===== config.mk =====
export PLATFORM = sky130hd
export DESIGN_NAME = ram_burst_reader_flat
export DESIGN_NICKNAME = d
export VERILOG_FILES = /design/src/rtl/video_in_pkg.sv /design/src/rtl/ram_burst_reader_if.sv /design/src/rtl/skid_fifo2.sv /design/src/rtl/ram_burst_reader.sv /design/src/flat_wrapper.sv
export SDC_FILE = /design/constraint.sdc
export NUM_CORES = 1
export LEC_CHECK = 0
export CAP_MARGIN = 5
export CORE_UTILIZATION = 50
export DETAILED_ROUTE_END_ITERATION = 10
export GPL_TIMING_DRIVEN = 0
export PLACE_DENSITY = 0.8
export SLEW_MARGIN = 10
export SYNTH_ARGS = -nofsm -noshare
export SYNTH_HDL_FRONTEND = slang
export SYNTH_SLANG_ARGS = --single-unit

===== constraint.sdc =====
create_clock -name clk -period 4.1 [get_ports clk]
set_input_delay 0.41 -clock clk [delete_from_list [all_inputs] [get_ports clk]]
set_output_delay 0.41 -clock clk [all_outputs]
set_load 0.01 [all_outputs]

===== src/rtl/video_in_pkg.sv =====
// rtl/video_in_pkg.sv - shared defaults and FSM state encoding for the RAM burst reader
package video_in_pkg;

    localparam int ADDR_SIZE_DEF = 6;
    localparam int DATA_SIZE_DEF = 32;
    localparam int BURST_LEN_DEF = 8;

    // Raw encodings kept as plain constants so legacy code can still compare against them.
    localparam logic [1:0] ST_IDLE   = 2'd0;
    localparam logic [1:0] ST_REQ    = 2'd1;
    localparam logic [1:0] ST_STREAM = 2'd2;

    typedef enum logic [1:0] {
        IDLE   = ST_IDLE,
        REQ    = ST_REQ,
        STREAM = ST_STREAM
    } state_t;

endpackage


===== src/rtl/ram_burst_reader_if.sv =====
// rtl/ram_burst_reader_if.sv - burst request and output stream handshake bundle
//
// burst_req  : reader -> consumer, a full burst is ready
// burst_ack  : consumer -> reader, burst accepted
// out_valid  : reader -> consumer, out_data holds a word
// out_ready  : consumer -> reader, word taken when both valid and ready are high
// out_data   : stream word
// out_last   : marks the final word of a burst
interface ram_burst_reader_if
    import video_in_pkg::*;
#(
    parameter int DATA_SIZE = DATA_SIZE_DEF
) ();

    logic                 burst_req;
    logic                 burst_ack;
    logic                 out_valid;
    logic                 out_ready;
    logic [DATA_SIZE-1:0] out_data;
    logic                 out_last;

    modport master (
        output burst_req,
        input  burst_ack,
        output out_valid,
        input  out_ready,
        output out_data,
        output out_last
    );

    modport slave (
        input  burst_req,
        output burst_ack,
        input  out_valid,
        output out_ready,
        input  out_data,
        input  out_last
    );

endinterface


===== src/rtl/skid_fifo2.sv =====
// rtl/skid_fifo2.sv - two-entry FIFO absorbing RAM read latency in front of the output stream
//
// clk, nreset : clock, asynchronous active-low reset
// push        : write push_data this cycle (caller guarantees not full)
// push_data   : word to store
// pop         : drop the head this cycle (caller guarantees not empty)
// head_data   : oldest stored word
// head_valid  : at least one word stored
// count       : number of stored words, 0..2
module skid_fifo2
    import video_in_pkg::*;
#(
    parameter int DATA_SIZE = DATA_SIZE_DEF
) (
    input  logic                 clk,
    input  logic                 nreset,
    input  logic                 push,
    input  logic [DATA_SIZE-1:0] push_data,
    input  logic                 pop,
    output logic [DATA_SIZE-1:0] head_data,
    output logic                 head_valid,
    output logic [1:0]           count
);

    logic [DATA_SIZE-1:0] mem [2];
    logic                 wr_idx;
    logic                 rd_idx;
    logic [1:0]           cnt;

    always_ff @(posedge clk or negedge nreset) begin
        if (!nreset) begin
            mem[0] <= '0;
            mem[1] <= '0;
            wr_idx <= 1'b0;
            rd_idx <= 1'b0;
            cnt    <= 2'd0;
        end else begin
            if (push) begin
                mem[wr_idx] <= push_data;
                wr_idx      <= ~wr_idx;
            end
            if (pop) begin
                rd_idx <= ~rd_idx;
            end
            case ({push, pop})
                2'b10:   cnt <= cnt + 2'd1;
                2'b01:   cnt <= cnt - 2'd1;
                default: cnt <= cnt;
            endcase
        end
    end

    assign head_data  = mem[rd_idx];
    assign head_valid = (cnt != 2'd0);
    assign count      = cnt;

endmodule


===== src/rtl/ram_burst_reader.sv =====
// rtl/ram_burst_reader.sv - reads fixed-length bursts out of a dual-port RAM ring onto a stream
//
// clk, nreset : clock, asynchronous active-low reset
// wr_ptr      : writer's next-write pointer with wrap bit
// rd_ptr      : reader pointer with wrap bit, fed back to the writer
// ram_addr_B  : RAM read-port address
// ram_data_B  : RAM read-port data, registered, valid the cycle after the address
// strm        : burst request/ack and output stream (master side)
module ram_burst_reader
    import video_in_pkg::*;
#(
    parameter int ADDR_SIZE = ADDR_SIZE_DEF,
    parameter int DATA_SIZE = DATA_SIZE_DEF,
    parameter int BURST_LEN = BURST_LEN_DEF
) (
    input  logic                 clk,
    input  logic                 nreset,
    input  logic [ADDR_SIZE:0]   wr_ptr,
    output logic [ADDR_SIZE:0]   rd_ptr,
    output logic [ADDR_SIZE-1:0] ram_addr_B,
    input  logic [DATA_SIZE-1:0] ram_data_B,
    ram_burst_reader_if.master   strm
);

    localparam logic [ADDR_SIZE:0] BURST_LEN_W = (ADDR_SIZE+1)'(BURST_LEN);
    localparam logic [ADDR_SIZE:0] ONE_W       = (ADDR_SIZE+1)'(1);

    state_t               state;
    logic [ADDR_SIZE:0]   level;
    logic [ADDR_SIZE:0]   issue_cnt;
    logic [ADDR_SIZE:0]   out_cnt;
    logic                 inflight;
    logic                 issue;
    logic                 pop;
    logic [1:0]           skid_count;
    logic [2:0]           occ_next;
    logic                 head_valid;
    logic [DATA_SIZE-1:0] head_data;

    // Modular difference; the wrap bit makes a full RAM read as 2**ADDR_SIZE rather than 0.
    assign level = wr_ptr - rd_ptr;

    assign pop = head_valid && strm.out_ready;

    // FIFO occupancy once this cycle's returning read and pop settle; a new read is
    // only issued if its data is guaranteed a free slot next cycle.
    assign occ_next = {1'b0, skid_count} + {2'b00, inflight} - {2'b00, pop};
    assign issue    = (state == STREAM) && (issue_cnt != '0) && (occ_next < 3'd2);

    assign ram_addr_B = rd_ptr[ADDR_SIZE-1:0];

    always_ff @(posedge clk or negedge nreset) begin
        if (!nreset) begin
            state     <= IDLE;
            rd_ptr    <= '0;
            issue_cnt <= '0;
            out_cnt   <= '0;
            inflight  <= 1'b0;
        end else begin
            inflight <= issue;
            if (issue) begin
                rd_ptr    <= rd_ptr + ONE_W;
                issue_cnt <= issue_cnt - ONE_W;
            end
            if (pop) begin
                out_cnt <= out_cnt - ONE_W;
            end
            case (state)
                IDLE: begin
                    if (level >= BURST_LEN_W) begin
                        state <= REQ;
                    end
                end
                REQ: begin
                    if (strm.burst_ack) begin
                        state     <= STREAM;
                        issue_cnt <= BURST_LEN_W;
                        out_cnt   <= BURST_LEN_W;
                    end
                end
                STREAM: begin
                    if (pop && strm.out_last) begin
                        state <= IDLE;
                    end
                end
                default: state <= IDLE;
            endcase
        end
    end

    skid_fifo2 #(
        .DATA_SIZE (DATA_SIZE)
    ) u_skid (
        .clk        (clk),
        .nreset     (nreset),
        .push       (inflight),
        .push_data  (ram_data_B),
        .pop        (pop),
        .head_data  (head_data),
        .head_valid (head_valid),
        .count      (skid_count)
    );

    assign strm.burst_req = (state == REQ);
    assign strm.out_valid = head_valid;
    assign strm.out_data  = head_data;
    assign strm.out_last  = head_valid && (out_cnt == ONE_W);

endmodule


===== src/flat_wrapper.sv =====
// flat-port wrapper written by rule: the top's interface ports become plain ports
module ram_burst_reader_flat import video_in_pkg::*;
#(
    parameter int ADDR_SIZE = ADDR_SIZE_DEF,
    parameter int DATA_SIZE = DATA_SIZE_DEF,
    parameter int BURST_LEN = BURST_LEN_DEF
)
  (clk, nreset, wr_ptr, rd_ptr, ram_addr_B, ram_data_B, strm_burst_req, strm_burst_ack, strm_out_valid, strm_out_ready, strm_out_data, strm_out_last);
  ram_burst_reader_if #(.DATA_SIZE(DATA_SIZE)) strm_i ();
  input  logic clk;
  input  logic nreset;
  input  logic [ADDR_SIZE:0] wr_ptr;
  output logic [ADDR_SIZE:0] rd_ptr;
  output logic [ADDR_SIZE-1:0] ram_addr_B;
  input  logic [DATA_SIZE-1:0] ram_data_B;
  output wire logic [$bits(strm_i.burst_req)-1:0] strm_burst_req;
  input wire logic [$bits(strm_i.burst_ack)-1:0] strm_burst_ack;
  output wire logic [$bits(strm_i.out_valid)-1:0] strm_out_valid;
  input wire logic [$bits(strm_i.out_ready)-1:0] strm_out_ready;
  output wire logic [$bits(strm_i.out_data)-1:0] strm_out_data;
  output wire logic [$bits(strm_i.out_last)-1:0] strm_out_last;
  assign strm_burst_req = strm_i.burst_req;
  assign strm_i.burst_ack = strm_burst_ack;
  assign strm_out_valid = strm_i.out_valid;
  assign strm_i.out_ready = strm_out_ready;
  assign strm_out_data = strm_i.out_data;
  assign strm_out_last = strm_i.out_last;
  ram_burst_reader #(.ADDR_SIZE(ADDR_SIZE), .DATA_SIZE(DATA_SIZE), .BURST_LEN(BURST_LEN)) u_core (.clk(clk), .nreset(nreset), .wr_ptr(wr_ptr), .rd_ptr(rd_ptr), .ram_addr_B(ram_addr_B), .ram_data_B(ram_data_B), .strm(strm_i));
endmodule

==> flow_summary.yaml <==
run_status:
  status: "finished, final reports clean"
power_and_ir_drop:
  ir_drop_v: 0.000280
  powerDensity_nw_per_um2: 742
  p_leak_nw: 2.37
floorplan:
  initial_utilization_pct: 52.3
  die_w_um: 95.4
  ios: 91
  die_y_um: 95.4
  die-area_sq_um: 9110
  core_sq_um: 8340
  fp-row-count: 33
detailed_routing:
  wl_per_cell_um: 15.3
  drt_first_pass_iters: 4
  vias: 2812
  drc: 0
  ant_nets: 0
  via_per_inst: 5.17
  finalWirelength_um: 8340
  drtIter0Drc: 53
yosys:
  syn_inst: 333
  yosysTopAreaCell: "dfrtp_1"
  synth-seq-cells: 92
  syn-num-nets: 390
  synth.most_common_cell: "mux2_2"
  synth_area_sq_um: 4360
  yosys.area.top_type_share_pct: 52.8
  synth-edff-count: 0
  ys.flop_type: "dfrtp_1"
  ys_warn_count: 0
  ys_top_cells_by_area: "dfrtp_1 (53%), mux2_2 (25%), ha_1 (3.7%), xnor2_1 (3.2%), xor2_1 (1.6%)"
  async_flop_share_pct: 100
  synth_cell_types: 42
  ys_seq_area_share_pct: 52.8
  ys_top_cells_by_count: "mux2_2 (96), dfrtp_1 (92), xnor2_1 (16)"
  avgSynthCellArea_sq_um: 13.1
worst_setup_path:
  required_ns: 4.35
  cp_slowest_stage_delay_ns: 0.49
  slowest_stage: "fa_1"
  critPathLaunchType: "register"
  crit_chain: "o21ai_1 > inv_1 > ha_1 > nand2b_1 > fa_1 > nand3b_1 > a311oi_4 > nand4_1 > or3_1 > xnor2_1"
  arrival_ns: 3.55
  critPathKind: "reg -> reg"
  critPathCaptureType: "register"
  path_max_fanout: 6
timing:
  hold_violations: 0
  maxSlewHeadroom_pct: 58.5
  whs_ns: 0.00841
  timing.fmax_ghz: 0.303
  worst_pin_slew_ns: 0.622
  fin_crit_ns: 3.30
  fin_skew_ns: 0.0101
  timing.final.ws_setup_ns: 0.799
  maxSlewViolCount: 0
  rsz0062_at_grt: "no"
  fin_crit_sh_pct: 80.5
  finalSetupViolations: 0
  setup-tns-final_ns: 0
layout:
  final_cell_area_sq_um: 5600
  finish.utilization_pct: 67.1
  drive_gt1_share_pct: 28.7
  antenna_cells: 0
  area_growth_pct: 28.3
  nNetsFinal: 492
clock_network:
  cts_tree: "yes"
  post_cts_buffers: 0
  ctsResizeCount: 0
  cts_buffer_depth: 2
  clkLatencyLatePin_ns: 0.35
  clk_root_buffer_cell: "clkbuf_8"
  cts_hold_buf: 0
  cts_sinks: 92
  cts_buffers: 9
  htree_levels: 3
  clk_pin_slew_worst_paths_ns: 0.09
grt:
  antenna_found_initial: 0
  grt_overflow: 0
  grt_use_total_pct: 19.7
  grt_pass1_wl_um: 13800
  grt_max_degree: 58
  grt_pass1_vias: 2894
placed_design:
  dpl_cell_area_sq_um: 5420
  portBuffers: 90
  dp_hpwl_um: 6050
  post-place-ws_ns: 0.473
  gp_congestion: 0.783
min_path:
  holdCritPathClass: "in -> async"
run:
  drv_cap: 0
sequential cells by signal, summed over array words and instances, names as in the netlist:
| signal | count |
|---|---|
| u_core.state | 2 |
| u_core.u_skid.wr_idx | 1 |
| u_core.inflight | 1 |
| u_core.u_skid.rd_idx | 1 |
| u_core.issue_cnt | 7 |
| u_core.out_cnt | 7 |
| u_core.rd_ptr | 7 |
| u_core.u_skid.count | 2 |
| u_core.u_skid.mem | 64 |
final timing paths:
check | from | slack, ns | depth (start not counted) | to
max in group asynchronous | nreset | 3.45 | 2 | u_core.u_skid.mem[25]$_DFFE_PN0P_
worst max-delay path | u_core.u_skid.count[1]$_DFFE_PN0N_ | 0.80 | 10 | u_core.rd_ptr[6]$_DFFE_PN0N_
worst max register to register | u_core.u_skid.count[1]$_DFFE_PN0N_ | 0.80 | 10 | u_core.rd_ptr[6]$_DFFE_PN0N_
worst min register to register | u_core.inflight$_DFF_PN0_ | 0.48 | 1 | u_core.u_skid.wr_idx$_DFFE_PN0P_
worst min-delay path | nreset | 0.008 | 1 | u_core.u_skid.mem[6]$_DFFE_PN0P_
min in group clk | u_core.inflight$_DFF_PN0_ | 0.48 | 1 | u_core.u_skid.wr_idx$_DFFE_PN0P_
area by class of cell:
class,instances,area (sq um)
fill,633,2740
sequential,92,2300
multi-input combinational,208,1910
timing repair buffer,91,926
clock buffer,10,138
tap,105,131
buffer,18,91.3
inverter,15,56.3
clock inverter,5,38.8
layout by cell type, fill, tap and decap left out, types with 8 or more instances in the layout:
cell             synthesis  layout
mux2_2                  96      96
dfrtp_1                 92      92
clkdlybuf4s50_1          0      89
xnor2_1                 16      16
inv_1                   15      15
nor2_1                  14      14
ha_1                    13      13
nand2_1                 11      11
clkbuf_8                 0      10
xor2_1                   8       8
clkbuf_1                 8       8
where the power goes:
part / total, mW / leakage, nW / switching [mW] / internal [mW]
clock: 0.551 / 0.0883 / 0.315 / 0.236
sequential: 1.57 / 1.13 / 0.253 / 1.31
combinational: 2.03 / 1.15 / 0.802 / 1.23
total: 4.15 / 2.37 / 1.37 / 2.78
logic make-up (layout without fill, tap and decap cells):
kind of cell               count (synthesis)  count (layout)  share of synthesized area [%]
DFF                                       92              92                           52.8
muxes                                     96              96                           24.8
buffers and inverters                     33             139                           3.38
and+or+nand+nor                           49              49                           5.85
adders and majority gates                 14              14                           4.19
xor gates and xnor gates                  24              24                           4.82
AOI/OAI and AO/OA                         25              25                           4.24
metal layers:
layer	wire length (um)	part of all wire [%]	track usage, %	vias up
met1	3910	47	26.7	1378
met3	335	4.0	4.31	9
met2	4020	48	31.8	59
met5	0	0	0	-
met4	70	0.84	5.60	0
li1	-	-	-	1366
through the flow:
stage	power, mW	instances
after floorplan	2.76	333
after global placement	3.55	528
after detailed placement	3.63	529
after CTS	4.19	544
after global routing	4.45	544
final	4.15	544
worst max-delay path: cells and delay by family, from the launching register on:
kind	cells	cell delay, ns
adder cells (fa/ha/maj)	2	0.85
buffers and inverters	1	0.17
AND/OR/NAND/NOR	4	0.86
XOR/XNOR	1	0.13
flip-flops	1	0.46
AO/OA/AOI/OAI	2	0.72
Power figures use the tool's default switching activity.
